File: config.mk
export PLATFORM = sky130hd
export DESIGN_NAME = hazard_scoreboard_unit
export DESIGN_NICKNAME = d
export VERILOG_FILES = /design/src/rtl/hazard_scoreboard_unit.sv
export SDC_FILE = /design/constraint.sdc
export NUM_CORES = 1
export LEC_CHECK = 0
export ABC_AREA = 1
export CAP_MARGIN = 10
export CORE_ASPECT_RATIO = 1.5
export CORE_MARGIN = 2
export CORE_UTILIZATION = 51
export DETAILED_ROUTE_END_ITERATION = 12
export PLACE_DENSITY = 0.88
export SLEW_MARGIN = 40
export SYNTH_ARGS = -nofsm -noshare
export SYNTH_HDL_FRONTEND = slang
export SYNTH_SLANG_ARGS = --single-unit
File: constraint.sdc
create_clock -name clk_i -period 6.7 [get_ports clk_i]
set_input_delay 1.675 -clock clk_i [delete_from_list [all_inputs] [get_ports clk_i]]
set_output_delay 1.675 -clock clk_i [all_outputs]
set_load 0.03 [all_outputs]
File: src/rtl/hazard_scoreboard_unit.sv
// -----------------------------------------------------------------------------
// hazard_scoreboard_unit
//
// Hazard logic that sits beside the ID/EX pipeline registers. It produces:
//   - forwarding selects for NUM_RD_PORTS EX-stage operands (REG / MEM / WB),
//   - the MEM forwarding select for the ID-stage JALR base register,
//   - load-use, JALR and scoreboard stalls (all combinational, zero latency),
//   - a per-register scoreboard for variable-latency writers (LSU miss,
//     divider) whose results retire later through the WB write port,
//   - a sticky watchdog that flags STALL_TIMEOUT consecutive EX stall cycles.
//
// Optional build macro:
//   HAZARD_PERF_CNT_EN  - when defined, adds three 32-bit wrapping event
//                         counters (load-use, scoreboard and JALR stall
//                         cycles). When undefined the perf ports are tied to 0
//                         and no counter flops exist.
//
// Register 0 is hardwired zero: it never forwards, never stalls and never
// becomes pending.
// -----------------------------------------------------------------------------
module hazard_scoreboard_unit #(
  parameter int ADDR_WIDTH    = 5,
  parameter int NUM_RD_PORTS  = 2,
  parameter int STALL_TIMEOUT = 1024,
  parameter int CNT_WIDTH     = 16
) (
  input  logic                             clk_i,
  input  logic                             rst_ni,
  // ID stage: JALR base register
  input  logic [ADDR_WIDTH-1:0]            id_raddr_a_i,
  input  logic                             jalr_op_i,
  // EX stage source operands
  input  logic [NUM_RD_PORTS*ADDR_WIDTH-1:0] ex_raddr_i,
  input  logic [NUM_RD_PORTS-1:0]          ex_rd_used_i,
  // Destinations in flight
  input  logic [ADDR_WIDTH-1:0]            ex_dest_reg_i,
  input  logic                             ex_reg_we_i,
  input  logic [ADDR_WIDTH-1:0]            mem_dest_reg_i,
  input  logic                             mem_reg_we_i,
  input  logic                             mem_is_load_i,
  input  logic [ADDR_WIDTH-1:0]            wb_dest_reg_i,
  input  logic                             wb_reg_we_i,
  // Variable-latency writers
  input  logic                             lat_issue_i,
  input  logic [ADDR_WIDTH-1:0]            lat_issue_rd_i,
  input  logic                             lat_done_i,
  input  logic [ADDR_WIDTH-1:0]            lat_done_rd_i,
  // Forwarding selects and stalls
  output logic [2*NUM_RD_PORTS-1:0]        ex_fwd_sel_o,
  output logic [1:0]                       jalr_fwd_sel_o,
  output logic                             stall_id_o,
  output logic                             stall_ex_o,
  // Scoreboard and watchdog status
  output logic [2**ADDR_WIDTH-1:0]         pending_o,
  output logic                             timeout_o,
  // Performance counters (tied to 0 unless HAZARD_PERF_CNT_EN)
  output logic [31:0]                      perf_load_use_o,
  output logic [31:0]                      perf_sb_stall_o,
  output logic [31:0]                      perf_jalr_stall_o
);

  localparam int NUM_REGS = 2**ADDR_WIDTH;

  localparam logic [CNT_WIDTH-1:0] CNT_MAX     = '1;
  localparam logic [CNT_WIDTH-1:0] CNT_ONE     = CNT_WIDTH'(1);
  localparam logic [CNT_WIDTH-1:0] TIMEOUT_VAL = CNT_WIDTH'(STALL_TIMEOUT);

  // Operand mux select encoding shared by the EX ports and the JALR base.
  typedef enum logic [1:0] {
    SEL_REG = 2'd0,
    SEL_MEM = 2'd1,
    SEL_WB  = 2'd2
  } fwd_sel_e;

  // ---------------------------------------------------------------------------
  // State
  // ---------------------------------------------------------------------------
  logic [NUM_REGS-1:0]  pending_q, pending_d;
  logic [CNT_WIDTH-1:0] stall_cnt_q, stall_cnt_d;
  logic                 timeout_q, timeout_d;

  // ---------------------------------------------------------------------------
  // Combinational hazard terms
  // ---------------------------------------------------------------------------
  logic [2*NUM_RD_PORTS-1:0] ex_fwd_sel;
  logic                      load_use_stall;
  logic                      sb_port_stall;
  logic [ADDR_WIDTH-1:0]     rd_addr;
  logic                      rd_live;
  logic                      rd_retire;

  logic                      jalr_live;
  logic                      jalr_retire;
  logic [1:0]                jalr_fwd_sel;
  logic                      jalr_stall;
  logic                      sb_jalr_stall;

  logic                      waw_retire;
  logic                      sb_waw_stall;
  logic                      sb_stall;
  logic                      issue_eff;

  // EX operand forwarding selects, load-use and scoreboard read hazards.
  // NOTE: every variable gets a default before the loop, so no path through
  // this block leaves one unassigned and no latch is inferred.
  always_comb begin
    ex_fwd_sel     = '0;
    load_use_stall = 1'b0;
    sb_port_stall  = 1'b0;
    rd_addr        = '0;
    rd_live        = 1'b0;
    rd_retire      = 1'b0;
    for (int p = 0; p < NUM_RD_PORTS; p++) begin
      rd_addr   = ex_raddr_i[p*ADDR_WIDTH +: ADDR_WIDTH];
      rd_live   = ex_rd_used_i[p] && (rd_addr != '0);
      // A retiring long-latency result is on the WB write port this cycle.
      rd_retire = lat_done_i && (lat_done_rd_i == rd_addr);

      if (rd_live && mem_reg_we_i && !mem_is_load_i && (mem_dest_reg_i == rd_addr)) begin
        ex_fwd_sel[2*p +: 2] = SEL_MEM;
      end else if (rd_live && ((wb_reg_we_i && (wb_dest_reg_i == rd_addr)) ||
                               (pending_q[rd_addr] && rd_retire))) begin
        ex_fwd_sel[2*p +: 2] = SEL_WB;
      end

      // Load data is not available until WB: the consumer must wait a cycle.
      if (rd_live && mem_reg_we_i && mem_is_load_i && (mem_dest_reg_i == rd_addr)) begin
        load_use_stall = 1'b1;
      end

      if (rd_live && pending_q[rd_addr] && !rd_retire) begin
        sb_port_stall = 1'b1;
      end
    end
  end

  // JALR base register: MEM forwarding, EX/load stalls and scoreboard hazard.
  always_comb begin
    jalr_live     = jalr_op_i && (id_raddr_a_i != '0);
    jalr_retire   = lat_done_i && (lat_done_rd_i == id_raddr_a_i);
    jalr_fwd_sel  = SEL_REG;
    jalr_stall    = 1'b0;
    sb_jalr_stall = 1'b0;
    if (jalr_live) begin
      if (mem_reg_we_i && !mem_is_load_i && (mem_dest_reg_i == id_raddr_a_i)) begin
        jalr_fwd_sel = SEL_MEM;
      end
      // The ID-stage target adder cannot take EX results or load data.
      jalr_stall    = (ex_reg_we_i && (ex_dest_reg_i == id_raddr_a_i)) ||
                      (mem_reg_we_i && mem_is_load_i && (mem_dest_reg_i == id_raddr_a_i));
      sb_jalr_stall = pending_q[id_raddr_a_i] && !jalr_retire;
    end
  end

  // Write-after-write against an outstanding long-latency write, then the
  // combined stall lines and the qualified issue.
  always_comb begin
    waw_retire   = lat_done_i && (lat_done_rd_i == ex_dest_reg_i);
    sb_waw_stall = ex_reg_we_i && (ex_dest_reg_i != '0) &&
                   pending_q[ex_dest_reg_i] && !waw_retire;
    sb_stall     = sb_port_stall || sb_jalr_stall || sb_waw_stall;
    stall_ex_o   = load_use_stall || sb_stall;
    stall_id_o   = stall_ex_o || jalr_stall;
    // An issue while EX is held is the same instruction again next cycle.
    issue_eff    = lat_issue_i && !stall_ex_o && (lat_issue_rd_i != '0);
  end

  assign ex_fwd_sel_o   = ex_fwd_sel;
  assign jalr_fwd_sel_o = jalr_fwd_sel;

  // ---------------------------------------------------------------------------
  // Scoreboard: clear on completion first, then set on issue, so a same-cycle
  // issue and done on one register leaves it pending.
  // ---------------------------------------------------------------------------
  always_comb begin
    pending_d = pending_q;
    if (lat_done_i) begin
      pending_d[lat_done_rd_i] = 1'b0;
    end
    if (issue_eff) begin
      pending_d[lat_issue_rd_i] = 1'b1;
    end
  end

  // Scoreboard register.
  // NOTE: state is updated with non-blocking assignments so every flop in the
  // design samples its inputs from the same pre-edge values.
  // NOTE: pending is a small flop vector rather than a RAM, so it is reset
  // directly; an abandoned long-latency write must not leave a stale bit.
  always_ff @(posedge clk_i or negedge rst_ni) begin
    if (!rst_ni) begin
      pending_q <= '0;
    end else begin
      pending_q <= pending_d;
    end
  end

  assign pending_o = pending_q;

  // ---------------------------------------------------------------------------
  // Watchdog: consecutive stall_ex_o cycles, saturating; the flag is raised in
  // the same edge that brings the count to STALL_TIMEOUT and then sticks.
  // ---------------------------------------------------------------------------
  always_comb begin
    if (!stall_ex_o) begin
      stall_cnt_d = '0;
    end else if (stall_cnt_q == CNT_MAX) begin
      stall_cnt_d = CNT_MAX;
    end else begin
      stall_cnt_d = stall_cnt_q + CNT_ONE;
    end
    timeout_d = timeout_q || (stall_cnt_d == TIMEOUT_VAL);
  end

  // Watchdog counter and sticky timeout flag.
  always_ff @(posedge clk_i or negedge rst_ni) begin
    if (!rst_ni) begin
      stall_cnt_q <= '0;
      timeout_q   <= 1'b0;
    end else begin
      stall_cnt_q <= stall_cnt_d;
      timeout_q   <= timeout_d;
    end
  end

  assign timeout_o = timeout_q;

  // ---------------------------------------------------------------------------
  // Optional performance counters. Several causes in one cycle bump each
  // matching counter.
  // ---------------------------------------------------------------------------
`ifdef HAZARD_PERF_CNT_EN
  logic [31:0] perf_load_use_q;
  logic [31:0] perf_sb_stall_q;
  logic [31:0] perf_jalr_stall_q;

  // Wrapping event counters.
  always_ff @(posedge clk_i or negedge rst_ni) begin
    if (!rst_ni) begin
      perf_load_use_q   <= '0;
      perf_sb_stall_q   <= '0;
      perf_jalr_stall_q <= '0;
    end else begin
      if (load_use_stall) perf_load_use_q   <= perf_load_use_q + 32'd1;
      if (sb_stall)       perf_sb_stall_q   <= perf_sb_stall_q + 32'd1;
      if (jalr_stall)     perf_jalr_stall_q <= perf_jalr_stall_q + 32'd1;
    end
  end

  assign perf_load_use_o   = perf_load_use_q;
  assign perf_sb_stall_o   = perf_sb_stall_q;
  assign perf_jalr_stall_o = perf_jalr_stall_q;
`else
  assign perf_load_use_o   = '0;
  assign perf_sb_stall_o   = '0;
  assign perf_jalr_stall_o = '0;
`endif

endmodule

# ---- Yosys cells after proc, flatten, opt, wreduce, memory -nomap -nowiden
# Index checks and enable logic that the tools add are counted.
dict set report word_totals {
  mem_count 0
  wordCells 114
  regBits 49
  rom_bits 0
  out_inout_bits 137
  in_bits 51
  ramBits 0
  latchBits 0
}
dict set report classes {
  order_cmp 8
  shift 0
  n_eq_ne 12
  div_mod_pow 0
  n_addsub 1
  n_mux 28
  mul 0
  reduce_logical 59
  bitwise_logic 3
}
# cell count
set ops {}
lappend ops {{2-to-1 mux 32 bit} 2}
lappend ops {{== test 5 bit} 10}
lappend ops {{logical AND 1 bit} 40}
lappend ops {{less-than comparator 5 x 6 -> 1 bit (second input constant)} 6}
lappend ops {{AND 32 bit} 1}
lappend ops {{2-to-1 mux 16 bit} 2}
lappend ops {{NOT 32 bit} 1}
lappend ops {{OR 32 bit} 1}
lappend ops {{nonzero test 5 bit} 5}
lappend ops {{binary-select mux 1 bit (select 5 bit)} 4}
lappend ops {{adder 16 x 1 -> 16 bit (second input constant)} 1}
lappend ops {{== test 16 x 11 -> 1 bit (second input constant)} 1}
lappend ops {{== test 16 bit (second input constant)} 1}
lappend ops {{2-to-1 mux 1 bit} 14}
lappend ops {{demux 1 bit (select 5 bit)} 2}
lappend ops {{greater-or-equal comparator 5 x 1 -> 1 bit (second input constant)} 2}
lappend ops {{logical OR 1 bit} 8}
lappend ops {{2-to-1 mux 2 bit} 4}
lappend ops {{zero test 1 bit} 6}

# ---- Logic depth before layout (Yosys ltp)
dict set report logic_depth {
  word_depth 13
  depth_mapped 18
  depth_no_buf 17
}

# ---- Least setup slack after synthesis
# No wires, ideal clock.
dict set report synth_path {
  path_kind {input -> output}
  from {input port ex_raddr_i[1]}
  to {output port ex_fwd_sel_o[1]}
  path_stages 7
  setup_slack_ns 1.453
  arrival_time_ns 3.572
  path_buffers 1
  path_cell_list {inv_1 -> buf_2 -> nand2_1 -> a21oi_1 -> nand3_1 -> nor4_1 -> nor2_1}
}
dict set report synth_between {
  elab_chain_len 7
  word_cells_on_any_way 17
  cone_classes {3 x eq/ne; 4 x mux; 10 x reduce/logical}
}
# element line_no
set synth_lines {}
lappend synth_lines {{start, declared} 33} ;# input logic [NUM_RD_PORTS*ADDR_WIDTH-1:0] ex_raddr_i,
lappend synth_lines {{binary-select mux 1 bit (select 5 bit) or == test 5 bit (tied branches)} {122, 117}}
lappend synth_lines {{2-to-1 mux 1 bit (implied by the code) or logical AND 1 bit (tied branches)} {122, 117}}
lappend synth_lines {{logical AND 1 bit} 122} ;# (pending_q[rd_addr] && rd_retire))) begin
lappend synth_lines {{logical OR 1 bit} 121} ;# end else if (rd_live && ((wb_reg_we_i && (wb_dest_reg_i == rd_addr)) ||
lappend synth_lines {{logical AND 1 bit} 121}
lappend synth_lines {{2-to-1 mux 2 bit} 121}
lappend synth_lines {{2-to-1 mux 2 bit (*)} 119} ;# if (rd_live && mem_reg_we_i && !mem_is_load_i && (mem_dest_reg_i == rd_addr)) begin
lappend synth_lines {{end, declared} 49} ;# output logic [2*NUM_RD_PORTS-1:0] ex_fwd_sel_o,
# Every way passes the cells marked *; elsewhere a longest branch is shown, timed or not. The select of a mux whose other input is x is not followed.

# ---- Final worst setup path
dict set report layout_path {
  from {input port ex_raddr_i[2]}
  to {output port stall_ex_o}
}
dict set report layout_between {
  elab_chain_len 9
  word_cells_on_any_way 20
  cone_classes {2 x eq/ne; 6 x mux; 12 x reduce/logical}
}
# element line_no
set layout_lines {}
lappend layout_lines {{binary-select mux 1 bit (select 5 bit) (tied with other cells)} 131} ;# if (rd_live && pending_q[rd_addr] && !rd_retire) begin
lappend layout_lines {{2-to-1 mux 1 bit (implied by the code) (tied with other cells)} 131}
lappend layout_lines {{logical AND 1 bit or zero test 1 bit (tied branches)} 131}
lappend layout_lines {{logical AND 1 bit} 131}
lappend layout_lines {{2-to-1 mux 1 bit (2 in series)} 131}
lappend layout_lines {{logical OR 1 bit (2 in series)} 161} ;# sb_stall = sb_port_stall || sb_jalr_stall || sb_waw_stall;
lappend layout_lines {{logical OR 1 bit (*)} 162} ;# stall_ex_o = load_use_stall || sb_stall;
lappend layout_lines {{end, declared} 52} ;# output logic stall_ex_o,
# Marked as above.

==> results.py <==
metrics = {
    "worst_setup_path": {
        "critPathRequiredTime_ns": 5.03,
        "endpoint_kind": "output port",
        "cp_cell_sequence": "clkdlybuf4s50_1, nor2_1, inv_1, a21oi_1, nor2_1, nand2_1, nand3_1, nand3_2, inv_2, nand2_4, clkdlybuf4s50_1",
        "worstSetupStartpointType": "primary input",
        "worstPathArrival_ns": 4.61,
        "cp_num_buf_inv": 4,
        "reg2reg_slack_ns": 4.29,
        "cp_top_family": "buffers and inverters",
        "slowest_delay_ns": 0.69,
        "critPathKind": "primary input to output port",
        "cp_max_fo": 8,
        "cpMaxStageDelayCell": "clkdlybuf4s50_1",
    },
    "grt": {
        "grt_util_met2_pct": 50.04,
        "track_usage_pct": 30.45,
        "busiest_layer": "met2",
        "met1_usage_pct": 33.24,
        "grt_pass1_wl_um": 28200,
        "grt_pass1_vias": 5724,
        "gr-usage-met3_pct": 6.784,
        "grt_overflow": 0,
        "grt_max_degree": 50,
        "antenna_found_initial": 0,
    },
    "synth": {
        "syn_inst": 889,
        "synth_area_leaders": "dfrtp_1, nand2_1, buf_4",
        "synthFlopType": "dfrtp_1",
        "synth_edf_count": 0,
        "ys_seq_area_share_pct": 22.25,
        "synth_top_area_cell": "dfrtp_1",
        "yosysWarnings": 0,
        "synth_top_cell_area_share_pct": 22.25,
        "async_flop_share_pct": 100.0,
        "avgSynthCellArea_um2": 6.198,
        "synth.distinct_cells": 40,
        "netlist_area_um2": 5510,
        "synth-seq-cells": 49,
    },
    "detailed_routing": {
        "drc": 0,
        "wirelength_um": 17770,
        "first_pass_iters": 6,
        "final_antenna_net_count": 0,
        "vias_per_cell": 5.537,
        "drt_first_iter_violations": 569,
        "routedWlPerCell_um": 16.03,
        "dr_total_vias": 6140,
    },
    "finish": {
        "post-route-cell-area_um2": 6262,
        "nFillCells": 1026,
        "nets": 1016,
        "final_layout_size_suffix_gt1_share_pct": 5.699,
        "insertedDiodeCount": 0,
        "area_growth_pct": 13.65,
    },
    "floorplanning": {
        "row_count": 46,
        "dieArea_um2": 11670,
        "io_pins": 188,
        "coreArea_um2": 10530,
        "start_util_pct": 52.32,
        "die_h_um": 131.3,
        "die_w_um": 88.87,
    },
    "placement": {
        "gp_congestion": 1.080,
        "io_buffers": 90,
        "dpl-instance-area_um2": 6072,
        "hpwl_um": 13500,
    },
    "clocking": {
        "clk_pin_slew_ns": 0.06,
        "insertion_delay_ns": 0.29,
        "root_buffer": "clkbuf_16",
        "cts_hold_buffers": 0,
        "clock_sinks": 49,
        "cts_setup_buffers": 0,
        "cts_tree": "done",
        "clockBufferDepth": 2,
        "h-tree-depth": 2,
        "cts_inserted_buffers": 5,
        "cts_resized": 0,
    },
    "pwr": {
        "swShare_pct": 44.09,
        "clkPwrFrac_pct": 24.0,
        "powerDensity_nw_per_um2": 216.9,
        "p_sw_w": 0.0005989,
        "power_leakage_nw": 3.082,
        "power_frac_seq_pct": 31.1,
        "ir_worst_vdd_v": 0.0001646,
        "power.total_w": 0.001358,
        "power.internal_w": 0.0007594,
        "combPwrFrac_pct": 44.9,
    },
    "timing": {
        "rsz0062_at_grt": "no",
        "setup_viol": 0,
        "totalNegativeSetupSlack_ns": 0,
        "tightest_slew_ns": 0.6323,
        "maxSlewViolCount": 0,
        "relSlewSlack_pct": 57.84,
        "min_period_ns": 6.285,
        "fin_crit_sh_pct": 93.81,
        "hold_viol": 0,
        "finClkSkew_ns": 0.003415,
        "timing.fmax_mhz": 159.1,
    },
    "flow_run": {
        "max-cap-violations": 0,
    },
    "worst_hold_path": {
        "hold_path.class": "register to register",
    },
    "outcome": {
        "outcome": "completed",
    },
}
## worst min-delay path, cell delays in order (launching register included)
cell	delay (ns)
dfrtp_1	0.36
inv_1	0.04
nand2_1	0.05
## Yosys cell counts (2+ instances only)
master      n
nand2_2     2
nand2_1   227
xor2_1     14
buf_4     107
a31oi_1     2
a211oi_1    3
nand3_4     2
nand3_1   132
inv_1      93
nor2_2      6
o21ai_1    13
o22ai_1     7
nand4_1     8
o21ai_0    53
nand3b_1    4
buf_2      13
buf_6       6
nor2_1     63
a221oi_1    3
nor4_1      4
or2_2       2
dfrtp_1    49
o21ai_2     8
xnor2_1    11
nor3_1     13
nand3_2     2
inv_2      11
a21oi_1    19
## routing by layer
layer	share of wire [%]	vias to the layer above
li1	-	2828
met4	7.9	0
met3	9.9	130
met2	49	418
met1	33	2764
met5	0	-
## cell type report
class                           instances  area (µm²)  share of cell area [%]
Clock inverter                          3       65.06                   1.039
Tap cell                              144       180.2                   2.877
Multi-Input combinational cell        704        3311                   52.87
Inverter                              105       394.1                   6.294
Sequential cell                        49        1226                   19.58
Clock buffer                            5       125.1                   1.998
Timing Repair Buffer                   99       960.9                   15.34
## cells by family (layout without fill, tap and decap cells)
kind of cell / Yosys count / count (layout) / synth area share (%)
flops: 49 / 49 / 22.25
xor+xnor: 25 / 25 / 3.974
simple gates: 470 / 470 / 37.94
compound gates: 111 / 111 / 11.33
fa+ha+maj: 1 / 1 / 0.2270
buf+inv: 232 / 212 / 24.20
other cells: 1 / 97 / 0.06805
## power by group through the flow
stage / logic, W / clock network [W] / registers [W]
5_1_grt: 0.000660 / 0.000339 / 0.000426
4_1_cts: 0.000599 / 0.000328 / 0.000418
3_3_place_gp: 0.000589 / 0 / 0.000422
6_report: 0.000610 / 0.000326 / 0.000422
3_5_place_dp: 0.000596 / 0 / 0.000423
2_1_floorplan: 0.000368 / 0 / 0.000477
## flip-flops by register name (all words and copies together) (netlist names)
signal	count
timeout_o	1
stall_cnt_q	16
pending_o	32
## cells in the final DEF, fill, tap and decap left out, types with 3 or more instances in the layout
| cell type | netlist | layout |
|---|---|---|
| o21ai_0 | 53 | 53 |
| a21oi_1 | 19 | 19 |
| nand3b_1 | 4 | 4 |
| clkbuf_16 | 0 | 5 |
| o21ai_1 | 13 | 13 |
| o21ai_2 | 8 | 8 |
| nor2_2 | 6 | 6 |
| buf_4 | 107 | 10 |
| dfrtp_1 | 49 | 49 |
| inv_1 | 93 | 93 |
| a221oi_1 | 3 | 3 |
| a211oi_1 | 3 | 3 |
| conb_1 | 1 | 97 |
| nand4_1 | 8 | 8 |
| xnor2_1 | 11 | 11 |
| inv_2 | 11 | 11 |
| nand3_1 | 132 | 132 |
| nand2_1 | 227 | 227 |
| clkdlybuf4s50_1 | 0 | 88 |
| o22ai_1 | 7 | 7 |
| nor3_1 | 13 | 13 |
| xor2_1 | 14 | 14 |
| nor2_1 | 63 | 63 |
| nor4_1 | 4 | 4 |
## per-stage QoR
stage	hold slack [ns]	cells	util (%)	setup slack [ns]
after CTS	0.4800	1109	59.46	0.7455
after global routing	0.5243	1109	59.46	0.3104
after floorplan	0.5071	985	-	1.453
final	0.4848	1109	59.46	0.4146
after global placement	0.4520	1101	57.65	0.7640
after detailed placement	0.4640	1101	57.65	0.7545
## path summary, 6_finish.rpt
check	cells past startpoint	start	to
worst max-delay path	11	ex_raddr_i[2]	stall_ex_o
worst min-delay path	2	timeout_o$_DFF_PN0_	timeout_o$_DFF_PN0_
worst max register to register	13	stall_cnt_q[0]$_DFF_PN0_	timeout_o$_DFF_PN0_
worst min register to register	2	timeout_o$_DFF_PN0_	timeout_o$_DFF_PN0_
max in group asynchronous	2	rst_ni	stall_cnt_q[1]$_DFF_PN0_
min in group asynchronous	2	rst_ni	pending_o[27]$_DFF_PN0_
Power figures use the tool's default switching activity.
